`config.mk`:
```
export PLATFORM = sky130hd
export DESIGN_NAME = if_prefetch_queue_flat
export DESIGN_NICKNAME = d
export VERILOG_FILES = /design/src/rtl/ifq_pkg.sv /design/src/rtl/ifq_if.sv /design/src/rtl/ifq_fifo.sv /design/src/rtl/if_prefetch_queue.sv /design/src/flat_wrapper.sv
export SDC_FILE = /design/constraint.sdc
export NUM_CORES = 1
export LEC_CHECK = 0
export ABC_AREA = 1
export CAP_MARGIN = 20
export CORE_MARGIN = 5
export CORE_UTILIZATION = 45
export CTS_BUF_LIST = sky130_fd_sc_hd__clkbuf_4 sky130_fd_sc_hd__clkbuf_8
export DETAILED_ROUTE_END_ITERATION = 8
export PLACE_DENSITY = 0.75
export REMOVE_ABC_BUFFERS = 1
export SETUP_SLACK_MARGIN = 0.1
export SLEW_MARGIN = 40
export SYNTH_ARGS = -nofsm -noshare
export SYNTH_HDL_FRONTEND = slang
export SYNTH_SLANG_ARGS = --single-unit
export TNS_END_PERCENT = 20
```
`constraint.sdc`:
```
create_clock -name clk -period 3.6 [get_ports clk]
set_input_delay 1.08 -clock clk [delete_from_list [all_inputs] [get_ports clk]]
set_output_delay 1.08 -clock clk [all_outputs]
set_load 0.01 [all_outputs]
```
`src/rtl/ifq_pkg.sv`:
```
// Shared definitions for the instruction-fetch prefetch queue.
// Holds the fetch FSM state encoding, entry layout, instruction width,
// PC increment and the default queue depth.
package ifq_pkg;

    localparam int          INST_W        = 32;
    localparam logic [31:0] PC_INC        = 32'd4;
    localparam int          DEFAULT_DEPTH = 4;

    typedef enum logic [1:0] {
        ST_IDLE  = 2'd0,
        ST_FETCH = 2'd1,
        ST_WAIT  = 2'd2,
        ST_DRAIN = 2'd3
    } ifq_state_e;

    // One queue entry: the PC the word was fetched from plus the word itself.
    typedef struct packed {
        logic [31:0]       pc;
        logic [INST_W-1:0] inst;
    } ifq_entry_t;

endpackage

```
`src/rtl/ifq_if.sv`:
```
// Bus bundle between the prefetch queue, instruction memory and IF/ID.
// master: the prefetch queue (drives imem_req/addr and the inst_* outputs).
// slave : the environment (memory responses, redirects, IF/ID accept).
interface ifq_if;
    import ifq_pkg::*;

    logic              imem_req;
    logic [31:0]       imem_addr;
    logic              imem_gnt;
    logic              imem_rvalid;
    logic [INST_W-1:0] imem_rdata;
    logic              redirect_valid;
    logic [31:0]       redirect_pc;
    logic              inst_valid;
    logic              inst_ready;
    logic [INST_W-1:0] inst_out;
    logic [31:0]       pc_plus4_out;

    modport master (
        output imem_req, imem_addr, inst_valid, inst_out, pc_plus4_out,
        input  imem_gnt, imem_rvalid, imem_rdata, redirect_valid, redirect_pc, inst_ready
    );

    modport slave (
        input  imem_req, imem_addr, inst_valid, inst_out, pc_plus4_out,
        output imem_gnt, imem_rvalid, imem_rdata, redirect_valid, redirect_pc, inst_ready
    );

endinterface

```
`src/rtl/ifq_fifo.sv`:
```
// Purpose: entry storage for the prefetch queue (push/pop/clear, occupancy count).
// Latency: a pushed entry is visible at head_dat/count the cycle after the push.
// Backpressure: none internally; caller must not push when full. Pop on empty is ignored.
// Ports: clk, rst (sync, active-high), clear (flush, wins over push/pop),
//        push/push_dat, pop, head_dat (combinational head), count (0..DEPTH).
module ifq_fifo
    import ifq_pkg::*;
#(
    parameter int DEPTH = DEFAULT_DEPTH
) (
    input  logic                   clk,
    input  logic                   rst,
    input  logic                   clear,
    input  logic                   push,
    input  ifq_entry_t             push_dat,
    input  logic                   pop,
    output ifq_entry_t             head_dat,
    output logic [$clog2(DEPTH):0] count
);
    localparam int PW = $clog2(DEPTH);
    localparam int CW = PW + 1;

    ifq_entry_t    mem_q [DEPTH];
    ifq_entry_t    mem_d [DEPTH];
    logic [PW-1:0] wr_ptr_q, wr_ptr_d;
    logic [PW-1:0] rd_ptr_q, rd_ptr_d;
    logic [CW-1:0] count_q,  count_d;
    logic          do_pop;

    always_comb begin
        mem_d    = mem_q;
        wr_ptr_d = wr_ptr_q;
        rd_ptr_d = rd_ptr_q;
        count_d  = count_q;
        do_pop   = pop && (count_q != '0);
        if (clear) begin
            wr_ptr_d = '0;
            rd_ptr_d = '0;
            count_d  = '0;
        end else begin
            if (push) begin
                mem_d[wr_ptr_q] = push_dat;
                wr_ptr_d        = wr_ptr_q + PW'(1);
            end
            if (do_pop) begin
                rd_ptr_d = rd_ptr_q + PW'(1);
            end
            // Simultaneous push and pop leaves the occupancy unchanged.
            case ({push, do_pop})
                2'b10:   count_d = count_q + CW'(1);
                2'b01:   count_d = count_q - CW'(1);
                default: count_d = count_q;
            endcase
        end
    end

    always_ff @(posedge clk) begin
        if (rst) begin
            wr_ptr_q <= '0;
            rd_ptr_q <= '0;
            count_q  <= '0;
            for (int i = 0; i < DEPTH; i++) begin
                mem_q[i] <= '0;
            end
        end else begin
            wr_ptr_q <= wr_ptr_d;
            rd_ptr_q <= rd_ptr_d;
            count_q  <= count_d;
            mem_q    <= mem_d;
        end
    end

    assign head_dat = mem_q[rd_ptr_q];
    assign count    = count_q;

endmodule

```
`src/rtl/if_prefetch_queue.sv`:
```
// Purpose: instruction prefetch queue; one-outstanding fetch FSM feeding a DEPTH-entry FIFO to IF/ID.
// Latency: a word returned in cycle N is presented at inst_valid/inst_out in cycle N+1.
// Backpressure: inst_ready low lets the queue fill; at DEPTH entries no new request is issued.
// Ports: clk, rst (sync, active-high); bus (ifq_if.master): imem_req/addr/gnt/rvalid/rdata,
//        redirect_valid/pc, inst_valid/ready, inst_out, pc_plus4_out.
// Optional IFQ_PERF_CNT_EN: adds fetch_count (pushes) and flush_count (redirects), wrapping at 2^32.
module if_prefetch_queue
    import ifq_pkg::*;
#(
    parameter int          DEPTH    = DEFAULT_DEPTH,
    parameter logic [31:0] RESET_PC = 32'h0000_0000
) (
    input  logic        clk,
    input  logic        rst,
    ifq_if.master       bus
`ifdef IFQ_PERF_CNT_EN
    ,
    output logic [31:0] fetch_count,
    output logic [31:0] flush_count
`endif
);
    localparam int CW = $clog2(DEPTH) + 1;

    ifq_state_e    state_q, state_d;
    logic [31:0]   fetch_pc_q, fetch_pc_d;
    logic [CW-1:0] fifo_count;
    ifq_entry_t    push_dat, head_dat;
    logic          full, req, push, pop, clear, redirect;
    logic [31:0]   redir_pc;

    assign redirect = bus.redirect_valid;
    assign redir_pc = bus.redirect_pc & ~32'h3;
    assign full     = (fifo_count == CW'(DEPTH));
    assign push_dat = '{pc: fetch_pc_q, inst: bus.imem_rdata};

    always_comb begin
        state_d    = state_q;
        fetch_pc_d = fetch_pc_q;
        req        = 1'b0;
        push       = 1'b0;
        clear      = 1'b0;
        case (state_q)
            ST_IDLE: begin
                state_d = ST_FETCH;
            end
            ST_FETCH: begin
                // Requests only issue with a free slot, so every response has room.
                req = !full;
                if (req && bus.imem_gnt) begin
                    // A redirect racing the grant still owes us one response to swallow.
                    state_d = redirect ? ST_DRAIN : ST_WAIT;
                end
            end
            ST_WAIT: begin
                if (bus.imem_rvalid) begin
                    state_d = ST_FETCH;
                    if (!redirect) begin
                        push       = 1'b1;
                        fetch_pc_d = fetch_pc_q + PC_INC;
                    end
                end else if (redirect) begin
                    state_d = ST_DRAIN;
                end
            end
            ST_DRAIN: begin
                if (bus.imem_rvalid) begin
                    state_d = ST_FETCH;
                end
            end
            default: begin
                state_d = ST_IDLE;
            end
        endcase
        // Redirect overrides any push/pop and the sequential PC update.
        if (redirect) begin
            clear      = 1'b1;
            fetch_pc_d = redir_pc;
        end
    end

    always_ff @(posedge clk) begin
        if (rst) begin
            state_q    <= ST_IDLE;
            fetch_pc_q <= RESET_PC;
        end else begin
            state_q    <= state_d;
            fetch_pc_q <= fetch_pc_d;
        end
    end

    ifq_fifo #(.DEPTH(DEPTH)) u_fifo (
        .clk      (clk),
        .rst      (rst),
        .clear    (clear),
        .push     (push),
        .push_dat (push_dat),
        .pop      (pop),
        .head_dat (head_dat),
        .count    (fifo_count)
    );

    // Outputs are forced quiet in the reset cycle itself, before the flops clear.
    assign bus.imem_req     = req && !rst;
    assign bus.imem_addr    = fetch_pc_q;
    assign bus.inst_valid   = (fifo_count != '0) && !rst;
    assign bus.inst_out     = head_dat.inst;
    assign bus.pc_plus4_out = head_dat.pc + PC_INC;
    assign pop              = bus.inst_valid && bus.inst_ready && !redirect;

`ifdef IFQ_PERF_CNT_EN
    logic [31:0] fetch_count_q, fetch_count_d;
    logic [31:0] flush_count_q, flush_count_d;

    always_comb begin
        fetch_count_d = fetch_count_q + (push     ? 32'd1 : 32'd0);
        flush_count_d = flush_count_q + (redirect ? 32'd1 : 32'd0);
    end

    always_ff @(posedge clk) begin
        if (rst) begin
            fetch_count_q <= '0;
            flush_count_q <= '0;
        end else begin
            fetch_count_q <= fetch_count_d;
            flush_count_q <= flush_count_d;
        end
    end

    assign fetch_count = fetch_count_q;
    assign flush_count = flush_count_q;
`endif

endmodule

```
`src/flat_wrapper.sv`:
```
// flat-port wrapper written by rule: the top's interface ports become plain ports
module if_prefetch_queue_flat import ifq_pkg::*;
#(
    parameter int          DEPTH    = DEFAULT_DEPTH,
    parameter logic [31:0] RESET_PC = 32'h0000_0000
)
  (clk, rst, bus_imem_req, bus_imem_addr, bus_inst_valid, bus_inst_out, bus_pc_plus4_out, bus_imem_gnt, bus_imem_rvalid, bus_imem_rdata, bus_redirect_valid, bus_redirect_pc, bus_inst_ready);
  ifq_if bus_i ();
  input  logic clk;
  input  logic rst;
  output wire logic [$bits(bus_i.imem_req)-1:0] bus_imem_req;
  output wire logic [$bits(bus_i.imem_addr)-1:0] bus_imem_addr;
  output wire logic [$bits(bus_i.inst_valid)-1:0] bus_inst_valid;
  output wire logic [$bits(bus_i.inst_out)-1:0] bus_inst_out;
  output wire logic [$bits(bus_i.pc_plus4_out)-1:0] bus_pc_plus4_out;
  input wire logic [$bits(bus_i.imem_gnt)-1:0] bus_imem_gnt;
  input wire logic [$bits(bus_i.imem_rvalid)-1:0] bus_imem_rvalid;
  input wire logic [$bits(bus_i.imem_rdata)-1:0] bus_imem_rdata;
  input wire logic [$bits(bus_i.redirect_valid)-1:0] bus_redirect_valid;
  input wire logic [$bits(bus_i.redirect_pc)-1:0] bus_redirect_pc;
  input wire logic [$bits(bus_i.inst_ready)-1:0] bus_inst_ready;
  assign bus_imem_req = bus_i.imem_req;
  assign bus_imem_addr = bus_i.imem_addr;
  assign bus_inst_valid = bus_i.inst_valid;
  assign bus_inst_out = bus_i.inst_out;
  assign bus_pc_plus4_out = bus_i.pc_plus4_out;
  assign bus_i.imem_gnt = bus_imem_gnt;
  assign bus_i.imem_rvalid = bus_imem_rvalid;
  assign bus_i.imem_rdata = bus_imem_rdata;
  assign bus_i.redirect_valid = bus_redirect_valid;
  assign bus_i.redirect_pc = bus_redirect_pc;
  assign bus_i.inst_ready = bus_inst_ready;
  if_prefetch_queue #(.DEPTH(DEPTH), .RESET_PC(RESET_PC)) u_core (.clk(clk), .rst(rst), .bus(bus_i));
endmodule
```
==> Yosys cells after proc, flatten, opt, wreduce, memory -nomap -nowiden <==
Cells that the tools add are included.
{ "classes": {"n_addsub": 6, "n_lt_le_gt_ge": 3, "n_eq_ne": 9, "muxes": 21, "bitwise": 3, "n_reduce_logical": 21} }
{ "op_table": {"columns": ["op", "count"], "rows": [
  ["bitwise mux 256 bit", 1],
  ["2-to-1 mux 64 bit", 3],
  ["binary-select mux 64 bit (select 2 bit)", 1],
  ["demux 64 bit (select 2 bit)", 1],
  ["2-to-1 mux 32 bit", 3],
  ["adder 32 x 3 -> 32 bit, second input constant", 2],
  ["2-to-1 mux 2 bit", 4],
  ["case mux 2 bit (4 select lines)", 1],
  ["logical AND 1 bit", 7],
  ["equality test 2 bit, second input constant", 3],
  ["greater-or-equal comparator 3 bit, second input constant", 2],
  ["2-to-1 mux 1 bit", 6],
  ["NOT 2 -> 3 bit", 2],
  ["case mux 3 bit (2 select lines)", 1],
  ["AND reduction 2 bit", 3],
  ["nonzero test 2 bit", 3],
  ["adder 2 x 1 -> 2 bit, second input constant", 2],
  ["equality test 2 x 1 -> 1 bit, second input constant", 2],
  ["OR reduction 2 bit", 2],
  ["adder 3 x 1 -> 3 bit, second input constant", 1],
  ["equality test 3 bit, second input constant", 1],
  ["logical NOT 1 bit", 3],
  ["less-than comparator 3 x 1 -> 1 bit, second input constant", 1],
  ["!= test 3 bit, second input constant", 1],
  ["7 further kinds", 7]
]} }
{ "word_totals": {"reg_bits": 297, "wordCells": 77} }

==> Longest topological paths before layout <==
{ "logic_depth": {"word_depth": 7, "ltp_mapped": 14} }

==> Cells and area by module <==
From an unflattened synthesis, not the netlist that was laid out.
{ "unflattened": {"hier_cells": 2059, "hier_area_um2": 14288.7} }
{ "by_module_without_submodules": {"columns": ["mod", "instances", "cells_per_inst", "area_each_um2"], "rows": [
  ["ifq_fifo", 1, 1532, 11170.7],
  ["if_prefetch_queue", 1, 527, 3118.0]
]} }

==> Least setup slack after synthesis <==
OpenSTA, ideal clock, no wires.
{ "synth_path": {"path_type": "register -> output", "start": "reg u_core.u_fifo.rd_ptr_q[0]", "end": "out bus_pc_plus4_out[16]", "t_arrival_ns": 1.784, "t_required_ns": 2.520, "path_slack_ns": 0.736, "path_stages_with_launch": 12, "path_cell_list": "dfxtp_1 > buf_6 > inv_4 > buf_4 > nand2_1 > o211ai_1 > nand2_1 > ha_1 > nand3_2 > nor2_1 > nand2_1 > xor2_1"} }
{ "synth_between": {"elab_chain_len": 5} }
{ "synth_rtl": {"columns": ["item", "line_no", "text"], "rows": [
  ["start, declared", "ifq_fifo.sv:26", "logic [PW-1:0] rd_ptr_q, rd_ptr_d;"],
  ["start signal, assigned", "ifq_fifo.sv:67", "rd_ptr_q <= rd_ptr_d;"],
  ["NOT 2 -> 3 bit (not written as such)", "ifq_fifo.sv:73", "assign head_dat = mem_q[rd_ptr_q];"],
  ["binary-select mux 64 bit (select 2 bit)", "ifq_fifo.sv:73", null],
  ["2-to-1 mux 64 bit (not written as such) (2 in a row)", "ifq_fifo.sv:73", null],
  ["adder 32 x 3 -> 32 bit", "if_prefetch_queue.sv:107", "assign bus.pc_plus4_out = head_dat.pc + PC_INC;"],
  ["end, declared", "flat_wrapper.sv:15", "output wire logic [$bits(bus_i.pc_plus4_out)-1:0] bus_pc_plus4_out;"]
]} }
No other way between the ends. The select of a mux whose other input is x is not followed.

==> Final worst setup path <==
{ "layout_path": {"start": "reg u_core.u_fifo.rd_ptr_q[0]", "end": "out bus_pc_plus4_out[31]"} }
The elaborated chain is that of the path after synthesis.

==> results.json <==
{
  "status": "complete, but fails checks",
  "violations": "setup timing",
  "cts_buffer_depth": 3,
  "relSlewSlack_pct": 44.4,
  "slew_viol_final": 0,
  "seqPwrFrac_pct": 48.6,
  "initial_core_util_pct": 45.5,
  "via_per_inst": 5.79,
  "cts-htree-levels": 2,
  "areaGrowthSynthToFinish_pct": 32.4,
  "hold_violations": 0,
  "regArea_um2": 5750,
  "end_kind": "primary output",
  "worst_slack_ps": -56.8,
  "cp_data_arrival_time_ps": 2580,
  "fin_nets": 2521,
  "grt_max_degree": 103,
  "clock_sinks": 287,
  "crit_slowest_cell": "dfxtp_4",
  "startpoint_type": "flip-flop",
  "final_common_cell": "nand2_1",
  "synth-seq-cells": 287,
  "clkPwrFrac_pct": 43.0,
  "swShare_pct": 24.9,
  "reg2reg_depth": 5,
  "stdcell_count": 2916,
  "antenna_found_initial": 5,
  "ys.flop_type": "dfxtp_1",
  "fmax_mhz": 273,
  "synth_top_area_share_pct": 38.8,
  "grt_usage_pct": 27.7,
  "crit_fanout": 6,
  "post-route-period-util_pct": 102,
  "drc": 0,
  "place_inst": 2765,
  "avgSynthCellArea_um2": 6.52,
  "cts.clk_slew.worst_paths_ps": 70,
  "drt_iter0_drc": 1692,
  "grt.overflow.total": 0,
  "cpPeakStageDelay_ps": 390,
  "hold_ws_ps": 450,
  "die_y_um": 191,
  "worstHoldPathType": "reg2reg",
  "grt_pass1_wl_um": 82100,
  "yosys.area.top_type": "dfxtp_1",
  "core_um2": 32500,
  "synth_edf_count": 0,
  "tritoncts": "yes",
  "pre_cts_ws_ps": 56.7,
  "numCtsBuffers": 46,
  "first_pass_iters": 6,
  "drive_above_1_share_pct": 20.0,
  "drv_cap": 0,
  "cts-root-buf": "clkbuf_8",
  "wirelength_um": 55600,
  "pwr-share-comb_pct": 8.4,
  "syn_area_um2": 14800,
  "crit_chain": "buf_12 -> clkinv_16 -> buf_12 -> clkbuf_16 -> nand2_4 -> nand3_4 -> nand2_4 -> nand2_4 -> nor2_4 -> nand2_2 -> nor2_4 -> nand2_1 -> nand2_1 -> nand2_2 -> buf_6",
  "antenna_left": 0,
  "synthArstFlopShare_pct": 0,
  "vias": 16900,
  "wl_per_cell_um": 19.1,
  "ys_seq_area_share_pct": 38.8,
  "die_w_um": 191,
  "fin_skew_ps": 40.8,
  "dp_hpwl_um": 32100,
  "synth_cell_types": 40,
  "p_int_uw": 5060,
  "place.gp.congestion": 0.899,
  "io_buffers": 161,
  "cpMostUsedCell": "nand2_4",
  "p_sw_uw": 1680,
  "critPathKind": "reg2out",
  "yosys_warnings": 0,
  "ir_worst_vdd_uv": 295,
  "die-area_um2": 36700,
  "multi_input_comb_area_um2": 8760,
  "final_util_pct": 60.3,
  "nFillCells": 2920,
  "synth_cells": 2273,
  "hold_buffers": 0,
  "synth.area.top_cells": "dfxtp_1, nand2_1, nand3_1",
  "num_io_pins": 168,
  "critical_path_required_ps": 2520,
  "cellPowerDensity_nw_per_um2": 344,
  "rows": 66,
  "grt_setup_unrepaired": "true",
  "layout_common_cells": "nand2_1, nand3_1, dfxtp_1, a21oi_1, nor2_1",
  "grt_pass1_vias": 15400,
  "holdPathStages": 2,
  "power.leakage_uw": 0.00765,
  "period_minus_slack_ps": 3660,
  "setup_viol": 10,
  "insertion_delay_ps": 570,
  "worst_slew_pin_slew_ps": 834
}
## worst max-delay path, delay by kind of cell, from the launching register on
kind | cells | cell delay (ps)
buffers and inverters | 5 | 700
flip-flops | 1 | 390
AND/OR/NAND/NOR | 10 | 890
## kinds of logic (layout without fill, tap and decap cells)
group	count (synthesis)	in the layout	synth area share (%)
AO/OA/AOI/OAI	468	468	16.5
other	1	7	0.0253
XOR/XNOR	20	20	1.18
flip-flops	287	287	38.8
adder cells (fa/ha/maj)	11	11	0.980
AND/OR/NAND/NOR	1197	1197	33.9
buffers and inverters	289	484	8.63
## worst paths after layout
check                                          from                                     to  slack [ps]
min           u_core.u_fifo.mem_q[126]$_SDFFE_PP0P_  u_core.u_fifo.mem_q[126]$_SDFFE_PP0P_         450
max          u_core.u_fifo.rd_ptr_q[0]$_SDFFE_PP0P_                   bus_pc_plus4_out[31]         -60
min reg2reg   u_core.u_fifo.mem_q[126]$_SDFFE_PP0P_  u_core.u_fifo.mem_q[126]$_SDFFE_PP0P_         450
max reg2reg  u_core.u_fifo.wr_ptr_q[0]$_SDFFE_PP0P_  u_core.u_fifo.mem_q[238]$_SDFFE_PP0P_        1360
## registers in the layout, indices dropped and copies added, names as in the netlist
name,count
u_core.u_fifo.mem_q,248
u_core.bus.imem_addr,30
u_core.u_fifo.count,3
u_core.state_q,2
u_core.u_fifo.rd_ptr_q,2
u_core.u_fifo.wr_ptr_q,2
## Yosys cell counts (all sizes together) (4+ instances only)
master and number:
nor2 173, a21oi 283, o22ai 32, dfxtp 287, nand3 321, inv 102, xor2 18, a31oi 11
nor3 5, buf 69, a22oi 4, clkbuf 118, nand4 8, o21ai 124, ha 10, nand2 684
## area by class of cell
cell class	instances	share of cell area [%]
timing repair inverter	2	0.115
clock buffer	76	4.54
inverter	102	2.09
multi-input combinational	1700	44.7
clock inverter	3	0.223
tap	442	2.82
antenna	3	0.0383
timing repair buffer	301	16.2
sequential	287	29.3
## power by group through the flow
stage	logic, uW	clock network, uW	registers (uW)
final	566	2900	3280
after detailed placement	542	0	3340
after global routing	610	3080	3280
after CTS	549	2920	3270
after global placement	530	0	3340
after floorplan	198	0	3340
## repair_timing
action / 4_1_cts / 5_1_grt
endpoints found under the setup margin: 36 / 46
setup buffers: 37 / 14
cloned: 9 / 8
pin swaps: 53 / 99
resized for setup: 207 / 235
## metal layers
layer,GRT usage [%],up-vias,share of wire [%]
met3,7.10,183,11
met1,35.2,7903,38
met5,0,-,0.11
li1,-,7811,-
met2,45.2,972,47
met4,11.1,8,4.1
## metrics by stage
step / power (uW) / area, um^2 / setup TNS [ps]
2_1_floorplan: 3540 / 13900 / -1458810
6_report: 6740 / 19600 / -265
4_1_cts: 6740 / 18600 / -606
3_3_place_gp: 3870 / 16800 / 0
5_1_grt: 6970 / 19600 / -2960
3_5_place_dp: 3880 / 16800 / 0
Power figures use the tool's default switching activity.
